File: src/rtl/beu_clmul_seq_if.sv
// Request/response bundle between the executor (master) and the CLMUL sequencer (slave).
interface beu_clmul_seq_if;
  logic        s_req_valid_i;
  logic        s_req_ready_o;
  logic [1:0]  s_mode_i;
  logic [31:0] s_op1_i;
  logic [31:0] s_op2_i;
  logic        s_flush_i;
  logic        s_resp_valid_o;
  logic        s_resp_ready_i;
  logic [31:0] s_result_o;
  logic        s_busy_o;

  modport master (
    output s_req_valid_i, s_mode_i, s_op1_i, s_op2_i, s_flush_i, s_resp_ready_i,
    input  s_req_ready_o, s_resp_valid_o, s_result_o, s_busy_o
  );

  modport slave (
    input  s_req_valid_i, s_mode_i, s_op1_i, s_op2_i, s_flush_i, s_resp_ready_i,
    output s_req_ready_o, s_resp_valid_o, s_result_o, s_busy_o
  );
endinterface

File: src/rtl/beu_clmul_seq.sv
// Multi-cycle CLMUL/CLMULH/CLMULR sequencer, BITS_PER_CYCLE multiplier bits per RUN cycle.
// Optional macro BEU_CLMUL_EARLY_EXIT_EN: finish as soon as the remaining multiplier bits are zero.
module beu_clmul_seq #(
  parameter int BITS_PER_CYCLE = 4
) (
  input  logic           s_clk_i,
  input  logic           s_reset_i,
  beu_clmul_seq_if.slave bus
);
  localparam int STEPS = 32 / BITS_PER_CYCLE;
  localparam int CNT_W = (STEPS > 1) ? $clog2(STEPS) : 1;
  localparam logic [CNT_W-1:0] CNT_LAST = CNT_W'(STEPS - 1);

  typedef enum logic [1:0] {
    ST_IDLE = 2'd0,
    ST_RUN  = 2'd1,
    ST_DONE = 2'd2
  } state_t;

  state_t           state_r;
  logic [63:0]      m_r;
  logic [31:0]      q_r;
  logic [63:0]      acc_r;
  logic [1:0]       mode_r;
  logic [CNT_W-1:0] cnt_r;
  logic             req_ready_r;
  logic             resp_valid_r;
  logic             busy_r;
  logic [31:0]      result_r;

  logic [63:0]      acc_step_s;
  logic [63:0]      m_step_s;
  logic [31:0]      q_step_s;
  logic             last_step_s;

  function automatic logic [31:0] select_result(input logic [63:0] acc, input logic [1:0] mode);
    logic [31:0] res;
    case (mode)
      2'b00:   res = acc[31:0];
      2'b01:   res = acc[63:32];
      2'b10:   res = acc[62:31];
      default: res = 32'd0;
    endcase
    return res;
  endfunction

  // One RUN step: fold in partial products for the low bits of q, then advance both shifters.
  always_comb begin
    acc_step_s = acc_r;
    for (int j = 0; j < BITS_PER_CYCLE; j++) begin
      if (q_r[j]) begin
        acc_step_s = acc_step_s ^ (m_r << j);
      end else begin
        acc_step_s = acc_step_s;
      end
    end
    m_step_s = m_r << BITS_PER_CYCLE;
    q_step_s = q_r >> BITS_PER_CYCLE;
`ifdef BEU_CLMUL_EARLY_EXIT_EN
    last_step_s = (cnt_r == CNT_LAST) || (q_step_s == 32'd0);
`else
    last_step_s = (cnt_r == CNT_LAST);
`endif
  end

  // Sequencer FSM; all handshake outputs are registered alongside the state.
  always_ff @(posedge s_clk_i) begin
    if (s_reset_i) begin
      state_r      <= ST_IDLE;
      m_r          <= 64'd0;
      q_r          <= 32'd0;
      acc_r        <= 64'd0;
      mode_r       <= 2'd0;
      cnt_r        <= '0;
      req_ready_r  <= 1'b1;
      resp_valid_r <= 1'b0;
      busy_r       <= 1'b0;
      result_r     <= 32'd0;
    end else begin
      case (state_r)
        ST_IDLE: begin
          if (bus.s_req_valid_i && !bus.s_flush_i) begin
            m_r         <= {32'd0, bus.s_op1_i};
            q_r         <= bus.s_op2_i;
            mode_r      <= bus.s_mode_i;
            acc_r       <= 64'd0;
            cnt_r       <= '0;
            state_r     <= ST_RUN;
            req_ready_r <= 1'b0;
            busy_r      <= 1'b1;
          end else begin
            state_r     <= ST_IDLE;
          end
        end
        ST_RUN: begin
          if (bus.s_flush_i) begin
            state_r     <= ST_IDLE;
            req_ready_r <= 1'b1;
            busy_r      <= 1'b0;
          end else begin
            acc_r <= acc_step_s;
            m_r   <= m_step_s;
            q_r   <= q_step_s;
            cnt_r <= cnt_r + CNT_W'(1);
            if (last_step_s) begin
              state_r      <= ST_DONE;
              resp_valid_r <= 1'b1;
              result_r     <= select_result(acc_step_s, mode_r);
            end else begin
              state_r      <= ST_RUN;
            end
          end
        end
        ST_DONE: begin
          // Flush and handshake both retire the result; flush simply discards it.
          if (bus.s_flush_i || bus.s_resp_ready_i) begin
            state_r      <= ST_IDLE;
            resp_valid_r <= 1'b0;
            result_r     <= 32'd0;
            req_ready_r  <= 1'b1;
            busy_r       <= 1'b0;
          end else begin
            state_r      <= ST_DONE;
          end
        end
        default: begin
          state_r      <= ST_IDLE;
          resp_valid_r <= 1'b0;
          result_r     <= 32'd0;
          req_ready_r  <= 1'b1;
          busy_r       <= 1'b0;
        end
      endcase
    end
  end

  assign bus.s_req_ready_o  = req_ready_r;
  assign bus.s_resp_valid_o = resp_valid_r;
  assign bus.s_busy_o       = busy_r;
  assign bus.s_result_o     = result_r;
endmodule
File: src/flat_wrapper.sv
// flat-port wrapper written by rule: the top's interface ports become plain ports
module beu_clmul_seq_flat 
#(
  parameter int BITS_PER_CYCLE = 4
)
  (s_clk_i, s_reset_i, bus_s_req_valid_i, bus_s_mode_i, bus_s_op1_i, bus_s_op2_i, bus_s_flush_i, bus_s_resp_ready_i, bus_s_req_ready_o, bus_s_resp_valid_o, bus_s_result_o, bus_s_busy_o);
  beu_clmul_seq_if bus_i ();
  input  logic s_clk_i;
  input  logic s_reset_i;
  input wire logic [$bits(bus_i.s_req_valid_i)-1:0] bus_s_req_valid_i;
  input wire logic [$bits(bus_i.s_mode_i)-1:0] bus_s_mode_i;
  input wire logic [$bits(bus_i.s_op1_i)-1:0] bus_s_op1_i;
  input wire logic [$bits(bus_i.s_op2_i)-1:0] bus_s_op2_i;
  input wire logic [$bits(bus_i.s_flush_i)-1:0] bus_s_flush_i;
  input wire logic [$bits(bus_i.s_resp_ready_i)-1:0] bus_s_resp_ready_i;
  output wire logic [$bits(bus_i.s_req_ready_o)-1:0] bus_s_req_ready_o;
  output wire logic [$bits(bus_i.s_resp_valid_o)-1:0] bus_s_resp_valid_o;
  output wire logic [$bits(bus_i.s_result_o)-1:0] bus_s_result_o;
  output wire logic [$bits(bus_i.s_busy_o)-1:0] bus_s_busy_o;
  assign bus_i.s_req_valid_i = bus_s_req_valid_i;
  assign bus_i.s_mode_i = bus_s_mode_i;
  assign bus_i.s_op1_i = bus_s_op1_i;
  assign bus_i.s_op2_i = bus_s_op2_i;
  assign bus_i.s_flush_i = bus_s_flush_i;
  assign bus_i.s_resp_ready_i = bus_s_resp_ready_i;
  assign bus_s_req_ready_o = bus_i.s_req_ready_o;
  assign bus_s_resp_valid_o = bus_i.s_resp_valid_o;
  assign bus_s_result_o = bus_i.s_result_o;
  assign bus_s_busy_o = bus_i.s_busy_o;
  beu_clmul_seq #(.BITS_PER_CYCLE(BITS_PER_CYCLE)) u_core (.s_clk_i(s_clk_i), .s_reset_i(s_reset_i), .bus(bus_i));
endmodule
File: config.mk
export PLATFORM = sky130hd
export DESIGN_NAME = beu_clmul_seq_flat
export DESIGN_NICKNAME = d
export VERILOG_FILES = /design/src/rtl/beu_clmul_seq_if.sv /design/src/rtl/beu_clmul_seq.sv /design/src/flat_wrapper.sv
export SDC_FILE = /design/constraint.sdc
export NUM_CORES = 1
export LEC_CHECK = 0
export CAP_MARGIN = 20
export CORE_MARGIN = 5
export CORE_UTILIZATION = 50
export DETAILED_ROUTE_END_ITERATION = 8
export GPL_TIMING_DRIVEN = 0
export PLACE_DENSITY_LB_ADDON = 0.05
export RECOVER_POWER = 25
export SETUP_SLACK_MARGIN = 0.1
export SLEW_MARGIN = 25
export SYNTH_ARGS = -nofsm -noshare
export SYNTH_HDL_FRONTEND = slang
export SYNTH_SLANG_ARGS = --single-unit
File: constraint.sdc
create_clock -name s_clk_i -period 3 [get_ports s_clk_i]
set_input_delay 0.6 -clock s_clk_i [delete_from_list [all_inputs] [get_ports s_clk_i]]
set_output_delay 0.6 -clock s_clk_i [all_outputs]
set_load 0.01 [all_outputs]
==> results.yml, run 1 <==
layout:
  fin_area_um2: 13900
  final_core_util_pct: 59.9
  fin_cells: 2013
  layout-drive-gt1-share_pct: 5.90
  area_delta_synth_final_pct: 18.8
  n_antenna_cell: 0
  final_nets: 1750
worst_setup_path:
  rr_startpoint: "u_core.cnt_r[0]$_SDFFE_PP0P_"
  crit_type: "flip-flop to flip-flop"
  r2r_end: "u_core.bus.s_result_o[25]$_SDFFE_PP0P_"
  reg2reg_depth: 10
  path_max_fanout: 10
  crit_start: "u_core.cnt_r[0]$_SDFFE_PP0P_"
  critical_path_required_ns: 3.46
  endpoint_kind: "flip-flop"
  start_kind: "flip-flop"
  arrival_ns: 3.00
  ff2ff_setup_slack_ns: 0.45
routing:
  totalWireLength_um: 36300
  vias_per_cell: 5.54
  avgRoutedWirePerCell_um: 18.0
  detail_route.iter0.violations: 903
  drc: 0
  ant_nets: 0
  first_pass_iters: 5
  vias: 11200
sta:
  min_period_over_period_pct: 84.9
  slew_violations: 0
  clock_skew_ns: 0.0222
  tns_ns: 0
  slew_headroom_pct: 52.8
  rsz0062_at_grt: "no"
  worst_slew_pin_slew_ns: 0.708
  period_minus_slack_ns: 2.55
  setup-violations-final: 0
  holdWs_ns: 0.340
  fmaxAchievable_ghz: 0.393
  setup_ws_ns: 0.453
  finalHoldViolCount: 0
job:
  drv_cap: 0
clock_tree:
  cts-resized-gates: 0
  clock-sinks: 202
  cts.clk_slew.worst_paths_ns: 0.06
  cts.hold.buffers_added: 0
  cts-htree-levels: 1
  cts_tree: "done"
  insertion_delay_ns: 0.54
  postCtsSetupRepairBufs: 0
  cts-root-buf: "clkbuf_16"
  cts_buffer_depth: 3
  cts_buffers: 25
synth:
  yosysSeqAreaShare_pct: 34.5
  netlist.area_leader.share_pct: 34.5
  async_reset_ff_share_pct: 0
  synth_nets: 1619
  ys.warnings.count: 0
  syn_inst: 1546
  synthTopCellsByArea: "dfxtp_1 34%, nand2_1 13%, xnor2_1 12%, xor2_1 5.7%, nor2_1 4.7%"
  ys.flop_type: "dfxtp_1"
  yosysTopAreaCell: "dfxtp_1"
  synth_edf_count: 0
  avgSynthCellArea_um2: 7.58
  synth_cell_types: 43
  syn_area_um2: 11700
  synth_seq_cells: 202
die:
  placementRows: 56
  fp.dieW_um: 163
  io_pins: 106
  die_area_um2: 26600
  start_util_pct: 50.4
  core_um2: 23300
  dieHeight_um: 163
placed_design:
  gp_congestion: 0.890
  io_buffers: 104
  place_hpwl_um: 27000
  dpl_cell_area_um2: 13200
  dp_slack_ns: 0.0362
  place_inst: 1969
power_and_ir_drop:
  peakVddDrop_mv: 0.354
  powerDensity_nw_per_um2: 490
  power_leakage_nw: 4.94
  total_power_mw: 6.83
global_routing:
  antenna_found_initial: 1
  grt_pass1_wl_um: 56900
  grt_max_degree: 13
  overflow: 0
  track_usage_pct: 26.5
  grt_pass1_vias: 10500
min_path:
  holdPathStages: 2
  hold_end: "u_core.state_r[1]$_SDFF_PP0_"
  worstHoldStart: "bus_s_flush_i"
  hp-class: "input pin to flip-flop"
status:
  status: "completed"
-- metal layers --
layer	vias to the layer above	track usage, %	part of all wire, %
li1	5473	-	-
met1	5256	36.5	45
met2	371	43.9	46
met3	59	3.61	6.1
met4	2	7.09	2.3
met5	-	0	0.055
-- placed cells by master (no fill, tap or decap), types with 4 or more instances in the layout --
cell type	n
a211oi_1	11
a21oi_1	97
a221oi_1	17
a22oi_1	58
a2bb2oi_1	11
a311oi_1	57
a31oi_1	10
and3_1	33
buf_1	4
buf_2	40
buf_4	15
clkbuf_1	73
clkbuf_16	25
clkbuf_8	5
clkdlybuf4s50_1	69
dfxtp_1	202
dlygate4sd3_1	35
mux2i_1	18
nand2_1	405
nand2b_1	30
nor2_1	148
nor2b_1	5
o21ai_0	7
o21ai_1	18
or3_1	33
xnor2_1	155
xor2_1	76
-- cell usage after synthesis, types with 2 or more instances --
| cell | instances |
|---|---|
| a211oi_1 | 11 |
| a21oi_1 | 97 |
| a221oi_1 | 17 |
| a222oi_1 | 2 |
| a22oi_1 | 58 |
| a2bb2oi_1 | 11 |
| a311oi_1 | 57 |
| a31oi_1 | 10 |
| and3_1 | 33 |
| buf_1 | 4 |
| buf_2 | 42 |
| buf_4 | 15 |
| clkbuf_1 | 63 |
| dfxtp_1 | 202 |
| ha_1 | 2 |
| inv_1 | 3 |
| mux2i_1 | 18 |
| nand2_1 | 405 |
| nand2b_1 | 30 |
| nand2b_4 | 2 |
| nand3_1 | 3 |
| nor2_1 | 147 |
| nor2_2 | 2 |
| nor2b_1 | 5 |
| nor3_1 | 2 |
| o21ai_0 | 7 |
| o21ai_1 | 18 |
| o22ai_1 | 2 |
| or2_2 | 3 |
| or3_1 | 33 |
| xnor2_1 | 155 |
| xor2_1 | 76 |
-- how the worst max path moves through the flow --
| stage | end | slack [ns] | cells past startpoint |
|---|---|---|---|
| floorplan | u_core.bus.s_result_o[21]$_SDFFE_PP0P_ | 1.06 | 10 |
| global placement | u_core.q_r[0]$_SDFFE_PP0P_ | 0.06 | 8 |
| detailed placement | u_core.q_r[0]$_SDFFE_PP0P_ | 0.04 | 8 |
| CTS | u_core.bus.s_result_o[30]$_SDFFE_PP0P_ | 0.49 | 10 |
| global route | u_core.acc_r[11]$_SDFFE_PP0P_ | 0.26 | 7 |
| finish | u_core.bus.s_result_o[25]$_SDFFE_PP0P_ | 0.45 | 10 |
-- flip-flops by register name, summed over array words and instances (netlist names) --
register	cells
u_core.acc_r	64
u_core.m_r	64
u_core.bus.s_result_o	32
u_core.q_r	32
u_core.cnt_r	3
u_core.mode_r	2
u_core.state_r	2
u_core.bus.s_busy_o	1
u_core.bus.s_req_ready_o	1
u_core.bus.s_resp_valid_o	1
-- layout make-up --
cell class,instances,area (um2)
Inverter,3,11.3
Multi-Input combinational cell,1217,7090
Fill cell,2281,9340
Buffer,124,572
Clock buffer,38,724
Timing Repair Buffer,104,1040
Tap cell,319,399
Clock inverter,6,40.0
Sequential cell,202,4040
-- worst max-delay path, cell delays in order, from the launching register on --
cell      delay, ns
dfxtp_1        0.32
ha_1           0.20
ha_1           0.26
nor2b_1        0.16
o21ai_0        0.13
and2_1         0.17
nor2b_1        0.14
clkbuf_1       0.50
clkbuf_1       0.39
nand2_1        0.11
o21ai_1        0.10
-- where the power goes --
| part | total, mW | switching [mW] | internal (mW) | leakage, nW |
|---|---|---|---|---|
| sequential | 2.92 | 0.127 | 2.80 | 1.64 |
| clock | 2.85 | 1.19 | 1.66 | 0.374 |
| combinational | 1.06 | 0.628 | 0.428 | 2.92 |
| total | 6.83 | 1.94 | 4.88 | 4.94 |
-- cells by family (layout without fill, tap and decap cells) --
family,Yosys count,after routing,share of synthesized area [%]
and+or+nand+nor,670,670,24.2
AOI/OAI and AO/OA,295,295,17.2
xor gates and xnor gates,232,232,17.4
DFF,202,202,34.5
muxes,18,18,1.54
buffers and inverters,127,275,4.99
adders and majority gates,2,2,0.213
Note: power is estimated with default switching activity, not from simulation.
==> run 2: changes to the inputs <==
clock period = 2.5 ns   (was 3 ns; I/O delays follow)
==> run 2 against run 1 <==
Net effect:
- core utilization about the same
- clock power increased by 20%
- combinational power increased by 20%
- count of clock-buffer cells in the layout unchanged
- maximum frequency increased by 9.6%
- final area about the same
- global-route usage unchanged
- register-to-register slack got worse by 0.28 ns
- sequential share of layout area about the same
- worst hold slack got worse by 0.10 ns
- first-iteration DRC count increased by 2.9%
- critical endpoint is now u_core.bus.s_result_o[14]$_SDFFE_PP0P_
==> results.yml, run 2 (same netlist as run 1, synthesis figures left out) <==
sta:
  holdWs_ns: 0.236
  slew_headroom_pct: 52.3
  finalHoldViolCount: 0
  slew_violations: 0
  period_minus_slack_ns: 2.32
  fmaxAchievable_ghz: 0.430
  worst_slew_pin_slew_ns: 0.716
  min_period_over_period_pct: 92.9
  tns_ns: 0
  clock_skew_ns: 0.0209
  rsz0062_at_grt: "no"
  setup-violations-final: 0
  setup_ws_ns: 0.176
worst_setup_path:
  cp_num_cells: 8
  cp_top_family: "buffers and inverters"
  slowest_delay_ns: 0.40
  cp_cell_sequence: "buf_4 -> buf_4 -> buf_2 -> nand2_1 -> xor2_1 -> xnor2_1 -> a22oi_1 -> a211oi_1"
  endpoint_kind: "flip-flop"
  start_kind: "flip-flop"
  reg2reg_depth: 8
  path_max_fanout: 10
  arrival_ns: 2.76
  rr_startpoint: "u_core.q_r[1]$_SDFFE_PP0P_"
  crit_type: "flip-flop to flip-flop"
  cp_common_cell: "buf_4"
  critPathBufInv: 3
  slowest_stage: "xnor2_1"
  critical_path_required_ns: 2.93
  r2r_end: "u_core.bus.s_result_o[14]$_SDFFE_PP0P_"
  ff2ff_setup_slack_ns: 0.18
min_path:
  hold_end: "u_core.state_r[1]$_SDFF_PP0_"
  holdPathStages: 2
  hp-class: "input pin to flip-flop"
  worstHoldStart: "bus_s_flush_i"
die:
  io_pins: 106
  placementRows: 56
  core_um2: 23300
  dieHeight_um: 163
  die_area_um2: 26600
  start_util_pct: 50.4
  fp.dieW_um: 163
power_and_ir_drop:
  p_clk_share_pct: 41.7
  netSwitchingPower_mw: 2.33
  seqPwrFrac_pct: 42.9
  power_leakage_nw: 4.96
  peakVddDrop_mv: 0.424
  total_power_mw: 8.19
  powerDensity_nw_per_um2: 588
  internal-power_mw: 5.86
  combPwrFrac_pct: 15.5
  sw_frac_of_total_pct: 28.4
clock_tree:
  cts-resized-gates: 1
  cts-htree-levels: 1
  insertion_delay_ns: 0.53
  cts_buffers: 25
  cts-root-buf: "clkbuf_16"
  cts.clk_slew.worst_paths_ns: 0.06
  postCtsSetupRepairBufs: 0
  clock-sinks: 202
  cts_tree: "done"
  cts.hold.buffers_added: 0
  cts_buffer_depth: 3
routing:
  detail_route.iter0.violations: 929
  vias_per_cell: 5.56
  first_pass_iters: 5
  ant_nets: 0
  avgRoutedWirePerCell_um: 18.0
  drc: 0
  totalWireLength_um: 36200
  vias: 11200
layout:
  final_nets: 1749
  layout_common_cells: "405 x nand2_1, 202 x dfxtp_1, 155 x xnor2_1"
  final_core_util_pct: 59.9
  layout-drive-gt1-share_pct: 6.32
  n_antenna_cell: 0
  fin_cells: 2012
  fin_area_um2: 13900
  top_regs: "u_core.acc_r x64, u_core.m_r x64"
  layout_commonest_cell: "nand2_1"
  area_delta_synth_final_pct: 18.8
placed_design:
  io_buffers: 104
  place_inst: 1969
  dpl_cell_area_um2: 13200
  dp_slack_ns: -0.364
  place_hpwl_um: 27000
  gp_congestion: 0.890
global_routing:
  overflow: 0
  grt_pass1_wl_um: 56900
  track_usage_pct: 26.5
  antenna_found_initial: 1
  grt_max_degree: 13
  grt_pass1_vias: 10500
job:
  drv_cap: 0
status:
  status: "completed"
## run 2: cell types whose count changed in the layout (fill, tap and decap cells not counted)
cell	previous run	this run
clkdlybuf4s50_1	69	68
dlygate4sd3_1	35	36
clkbuf_1	73	68
buf_2	40	39
nor2_1	148	147
nor2_2	1	2
clkbuf_4	0	1
buf_1	4	2
clkbuf_2	0	6
## run 2: final cells by class
type,instances,area [um2]
Clock inverter,6,40.0
Clock buffer,38,724
Sequential cell,202,4040
Inverter,3,11.3
Buffer,123,578
Timing Repair Buffer,104,1040
Multi-Input combinational cell,1217,7100
Fill cell,2284,9330
Tap cell,319,399
## run 2: metal layers
metal	track usage [%]	vias to the layer above	part of all wire, %
met5	0	-	0.036
met4	7.09	2	2.5
met3	3.61	62	6.0
met2	43.9	366	47
met1	36.5	5289	45
li1	-	5466	-
## run 2: worst max path at each step
stage                                       from                                endpoint  slack (ns)
floorplan           u_core.cnt_r[0]$_SDFFE_PP0P_  u_core.bus.s_result_o[21]$_SDFFE_PP0P_        0.56
global placement               bus_s_req_valid_i              u_core.q_r[0]$_SDFFE_PP0P_       -0.34
detailed placement             bus_s_req_valid_i              u_core.q_r[0]$_SDFFE_PP0P_       -0.36
CTS                 u_core.state_r[1]$_SDFF_PP0_           u_core.acc_r[47]$_SDFFE_PP0P_        0.14
global route        u_core.state_r[1]$_SDFF_PP0_            u_core.acc_r[1]$_SDFFE_PP0P_        0.09
finish                u_core.q_r[1]$_SDFFE_PP0P_  u_core.bus.s_result_o[14]$_SDFFE_PP0P_        0.18
## run 2: power groups by stage
stage	clock (mW)	sequential (mW)	combinational (mW)
after floorplan	0	3.52	0.832
after global placement	0	3.57	1.24
after detailed placement	0	3.57	1.26
after CTS	3.46	3.50	1.26
after global routing	3.61	3.52	1.37
final	3.41	3.51	1.27
==> edit 1 (flow settings as in run 2) <==
`BITS_PER_CYCLE` is set to 4 in 2 places; all go to 8.
--- a/src/rtl/beu_clmul_seq.sv
+++ b/src/rtl/beu_clmul_seq.sv
@@ -1,7 +1,7 @@
 // Multi-cycle CLMUL/CLMULH/CLMULR sequencer, BITS_PER_CYCLE multiplier bits per RUN cycle.
 // Optional macro BEU_CLMUL_EARLY_EXIT_EN: finish as soon as the remaining multiplier bits are zero.
 module beu_clmul_seq #(
-  parameter int BITS_PER_CYCLE = 4
+  parameter int BITS_PER_CYCLE = 8
 ) (
   input  logic           s_clk_i,
   input  logic           s_reset_i,
--- a/src/flat_wrapper.sv
+++ b/src/flat_wrapper.sv
@@ -1,7 +1,7 @@
 // flat-port wrapper written by rule: the top's interface ports become plain ports
 module beu_clmul_seq_flat 
 #(
-  parameter int BITS_PER_CYCLE = 4
+  parameter int BITS_PER_CYCLE = 8
 )
   (s_clk_i, s_reset_i, bus_s_req_valid_i, bus_s_mode_i, bus_s_op1_i, bus_s_op2_i, bus_s_flush_i, bus_s_resp_ready_i, bus_s_req_ready_o, bus_s_resp_valid_o, bus_s_result_o, bus_s_busy_o);
   beu_clmul_seq_if bus_i ();
Formal check against the unedited RTL: not equivalent (a bounded check fails within 10 cycles, from zero or initial values and one cycle with s_reset_i high).
==> edit 1 against run 2 <==
  * Worst setup slack lost 0.050 ns
  * Final area grew 23%
  * Sequential cell count shrank 1
  * Wire length grew 44%
  * Clock skew shrank 0.0043 ns
  * Synthesized cell count grew 15%
  * Maximum frequency shrank 2.1%
  * Combinational power grew 51%
  * Area after synthesis grew 24%
  * Utilization shrank 0.19 points
  * Power grew 11%
  * Critical path type is now input port to register
==> edit 1: results (changes against run 2) <==
[timing]
slew_headroom = 0.414  ; -0.108
fin_ws_ns = 0.126  ; -0.0502 ns
whs_ns = 0.297  ; +0.0608 ns
finClkSkew_ns = 0.0166  ; -0.00433 ns

[drt]
routed_wl_mm = 52.1  ; +44%
drt_pass1_iterations = 8  ; +3
drt_iter0_drc = 1427  ; +54%
avgRoutedWirePerCell_um = 22.6  ; +26%
vias_per_cell = 5.75  ; +3.4%

[synthesis]
avgSynthCellArea_um2 = 8.17  ; +7.7%
syn-num-nets = 1857  ; +15%
synth_compound_area_frac = 0.136  ; -0.0358
ys_top_cells_by_count = nand2_1 (505), dfxtp_1 (201), xnor2_1 (196)
ys_types = 41  ; -4.7%
post_synth_fa_ha_maj_area_fraction = 0.000858  ; -0.00128
yosysSeqAreaShare = 0.276  ; -0.0689
synth_xor_area_frac = 0.312  ; +0.138

[grt]
grt_pass1_vias = 13000  ; +24%
antenna_found_initial = 1  ; unchanged
grt_pass1_wl_mm = 78.6  ; +38%
grt_util_all_layers = 0.307  ; +0.0412

[placement]
gp_congestion = 0.919  ; +3.2%
dp_cells = 2273  ; +15%
dpl_cell_area_um2 = 16100  ; +22%

[finish]
fin_nets = 1977  ; +13%
drive_above_1_share = 0.103  ; +0.0403

[pwr]
power_leakage_uw = 0.00673  ; +36%
ir_drop_mv = 0.443  ; +4.5%

[setup_path]
reg2regPathDepth = 9  ; +1
rrSetupSlack_ns = 0.14  ; -0.04 ns
endpoint = u_core.acc_r[38]$_SDFFE_PP0P_
cp-startpoint = s_reset_i
cp.arrival_ns = 2.78  ; +0.02 ns
r2r-end = u_core.bus.s_result_o[31]$_SDFFE_PP0P_

[worst_hold_path]
min_path_cells = 2  ; unchanged

[cts]
clkLatencyLatePin_ns = 0.55  ; +0.02 ns

[outcome]
status = finished, final reports clean

[edit 1: changes by cell type after synthesis, moves of 39 or more]
cell,delta
xnor3_1,+57
xor2_1,+95
xnor2_1,+41
a22oi_1,+69
a211oi_1,+39
nand2_1,+100
a21oi_1,-91
a311oi_1,-57
[edit 1: repair_timing]
item                       4_1_cts  5_1_grt
pin swaps                        0        1
gates resized for setup         26       40
hold endpoints to repair         0        0
setup endpoints to repair      101       54
gates cloned                     0        0
[edit 1: final cells by class]
| cell class | count | area [µm²] |
|---|---|---|
| fillers | 2636 | 11600 |
| multi-input cells | 1399 | 9820 |
| flip-flops and latches | 201 | 4030 |
| repair buffers | 104 | 1040 |
| plain buffers | 174 | 972 |
| clock buffers | 38 | 724 |
| well taps | 384 | 480 |
| clock inverters | 7 | 116 |
| diodes | 1 | 2.50 |
[edit 1: worst max-delay path, cell delays in order]
cell and delay (ns):
dlygate4sd3_1 0.71, clkbuf_2 0.37, clkbuf_2 0.44, clkbuf_1 0.60
nor2_1 0.13
[edit 1: kinds of logic after synthesis]
| logic type | count (synthesis) |
|---|---|
| compound gates | 263 |
| xor+xnor | 427 |
| fa+ha+maj | 1 |
| buf+inv | 185 |
| flops | 201 |
| mux | 49 |
| simple gates | 659 |
[edit 1: routing by layer]
metal | share of wire | vias to the layer above | GRT usage
met5 | 0 | - | 0
met4 | 0.042 | 0 | 0.117
met3 | 0.099 | 143 | 0.0603
met2 | 0.45 | 698 | 0.491
met1 | 0.41 | 6327 | 0.410
li1 | - | 6096 | -
[edit 1: power by group]
part	internal (µW)	switching (µW)
logic	709	1210
registers	3300	92.9
clock network	2300	1510
==> edit 2 (settings of run 2) <==
Made on the original files. Make the reset (`s_reset_i`) asynchronous in one clocked block.
--- a/src/rtl/beu_clmul_seq.sv
+++ b/src/rtl/beu_clmul_seq.sv
@@ -64,7 +64,7 @@
   end
 
   // Sequencer FSM; all handshake outputs are registered alongside the state.
-  always_ff @(posedge s_clk_i) begin
+  always_ff @(posedge s_clk_i or posedge s_reset_i) begin
     if (s_reset_i) begin
       state_r      <= ST_IDLE;
       m_r          <= 64'd0;
Function: differs if s_reset_i is asserted again (counterexample within 4 cycles, from zero or initial values and one cycle with s_reset_i high); with s_reset_i held inactive, the same outputs for 4 cycles.
==> edit 2 against run 2 <==
  * Area after synthesis up 4.0%
  * Worst setup slack worse by 0.025 ns
  * Sequential cell count unchanged
  * Die area up 3.8%
  * Wire length up 2.4%
  * Final area up 5.6%
  * Sequential share of layout area up 5.3 points
  * Highest routed layer is now met4
  * Critical path type is now input port to register
  * Count of clock-buffer cells in the layout down 1
  * Hold slack better by 0.24 ns
Power is not compared: it rests on default switching activity, and its combinational part moved more than twofold at a synthesized area within 25%.
==> edit 2: results (changes against run 2) <==
[placement]
gp_congestion = 0.906  ; +1.8%
dp_hpwl_mm = 27.4  ; +1.5%
dp_cells = 1811  ; -8.0%
place_ws_ns = -0.283  ; +0.0810 ns
portBuffers = 105  ; +0.96%

[synthesis]
post_synth_fa_ha_maj_area_fraction = 0.00205  ; -0.0000828
syn-num-nets = 1447  ; -11%
avgSynthCellArea_um2 = 8.88  ; +17%
synth_compound_area_frac = 0.156  ; -0.0164
yosys_warnings = 0  ; unchanged
yosys_most_used_dff = dfrtp_1
ys_async_sr_fraction = 1.00  ; +1.00
yosysSeqAreaShare = 0.415  ; +0.0696
synth_xor_area_frac = 0.201  ; +0.0275
yosys-mux-area-fraction = 0.00185  ; -0.0135
yosys-top-cells-area = dfrtp_1 (41%), nand2_1 (14%), xnor2_1 (8.5%), xnor3_1 (7.0%), a22o_1 (4.7%)
ys_top_cells_by_count = nand2_1 (453), dfrtp_1 (201), xnor2_1 (119)
ys_types = 41  ; -4.7%
synth-edff-count = 0  ; unchanged

[grt]
grt_util_all_layers = 0.264  ; -0.00152
grt_max_degree = 30  ; +17
grt_pass1_wl_mm = 58.5  ; +2.8%
grt_pass1_vias = 9995  ; -5.0%
antenna_found_initial = 0  ; -1

[drt]
drt_iter0_drc = 1014  ; +9.1%
drt_pass1_iterations = 6  ; +1
routed_wl_mm = 37.0  ; +2.4%
vias_per_cell = 5.66  ; +1.8%

[setup_path]
cp.arrival_ns = 2.75  ; about the same
crit_slowest_cell = clkdlybuf4s50_1
r2r-end = u_core.bus.s_result_o[6]$_DFFE_PP0P_
path_delay_family = buffers and inverters
reg2regPathDepth = 8  ; unchanged
rrSetupSlack_ns = 0.19
critPathMaxStageDelay_ns = 0.62  ; +0.22 ns
rr_startpoint = u_core.q_r[2]$_DFFE_PP0P_
crit_fanout = 10  ; unchanged

[cts]
clk_pin_slew_ns = 0.06  ; about the same
ctsHtreeMaxLevel = 1  ; unchanged
clkLatencyLatePin_ns = 0.52
numCtsBuffers = 24  ; -4.0%
cts_buffer_depth = 3  ; unchanged

[outcome]
status = finished, final reports clean

[finish]
top_regs = u_core.acc_r: 64 flops, u_core.m_r: 64 flops
fin_nets = 1586  ; -9.3%
drive_above_1_share = 0.0803  ; +0.0171
diodes = 0  ; unchanged
instances_no_fill = 1855  ; -7.8%
fillers = 2105  ; -7.8%

[timing]
slew_headroom = 0.401  ; -0.122
finClkSkew_ns = 0.00992  ; -0.0110 ns

[worst_hold_path]
min_to = u_core.cnt_r[1]$_DFFE_PP0P_
holdCritPathClass = register to register
min_path_cells = 2  ; unchanged
hold_start = u_core.cnt_r[1]$_DFFE_PP0P_

[pwr]
ir_drop_mv = 0.523
power_leakage_uw = 0.00664

[edit 2: layout make-up]
class,instances,share of cell area
buffer,101,0.0357
inverter,10,0.00263
clock buffer,37,0.0490
tap,324,0.0275
multi-input combinational,1061,0.456
timing repair buffer,113,0.0818
clock inverter,7,0.00408
sequential,202,0.343
[edit 2: metrics by stage]
stage	util	area (µm²)	TNS (ns)	total power, µW	hold WS (ns)
after floorplan	-	12200	-123.71	9010	0.443
after global placement	0.565	13700	-493.10	10700	0.454
after detailed placement	0.572	13800	-16.92	10800	0.467
after CTS	0.606	14600	0	14400	0.365
after global routing	0.609	14700	0	15400	0.505
final	0.609	14700	0	14600	0.480
[edit 2: what timing repair did]
| item | 4_1_cts | 5_1_grt |
|---|---|---|
| endpoints found under the setup margin | 11 | 44 |
| pin swaps | 0 | 0 |
| gates resized for setup | 5 | 36 |
| endpoints found under the hold margin | 0 | 0 |
[edit 2: worst register-to-register path: cells and delay by family, from the launching register on]
family          cells  cell delay [ns]
compound gates      2             0.41
xor+xnor            2             0.55
buf+inv             3             0.80
flops               1             0.32
simple gates        1             0.09
[edit 2: cell families after synthesis]
| logic type | Yosys count |
|---|---|
| simple gates | 567 |
| compound gates | 270 |
| xor+xnor | 220 |
| flops | 202 |
| buf+inv | 111 |
| mux | 2 |
| fa+ha+maj | 2 |
[edit 2: worst max path at each step]
| stage | from | to | slack, ns | cells past startpoint |
|---|---|---|---|---|
| 3_5_place_dp | bus_s_flush_i | u_core.acc_r[3]$_DFFE_PP0P_ | -0.28 | 7 |
| 5_1_grt | u_core.state_r[0]$_DFF_PP0_ | u_core.acc_r[3]$_DFFE_PP0P_ | 0.09 | 7 |
| 2_1_floorplan | s_reset_i | u_core.acc_r[0]$_DFFE_PP0P_ | -0.62 | 1 |
| 6_report | bus_s_flush_i | u_core.acc_r[6]$_DFFE_PP0P_ | 0.15 | 7 |
| 3_3_place_gp | s_reset_i | u_core.acc_r[21]$_DFFE_PP0P_ | -2.41 | 2 |
| 4_1_cts | u_core.q_r[2]$_DFFE_PP0P_ | u_core.bus.s_result_o[11]$_DFFE_PP0P_ | 0.09 | 7 |
[edit 2: power breakdown]
group          internal, µW  switching, µW
sequential             3900            703
clock                  2080           1390
combinational          2860           3670
[edit 2: per-layer routing]
layer / GRT usage / wire (µm) / part of all wire
met1: 0.383 / 16400 / 0.44
met2: 0.417 / 17200 / 0.46
met3: 0.0348 / 2420 / 0.065
met4: 0.0775 / 1040 / 0.028
met5: 0 / 0 / 0
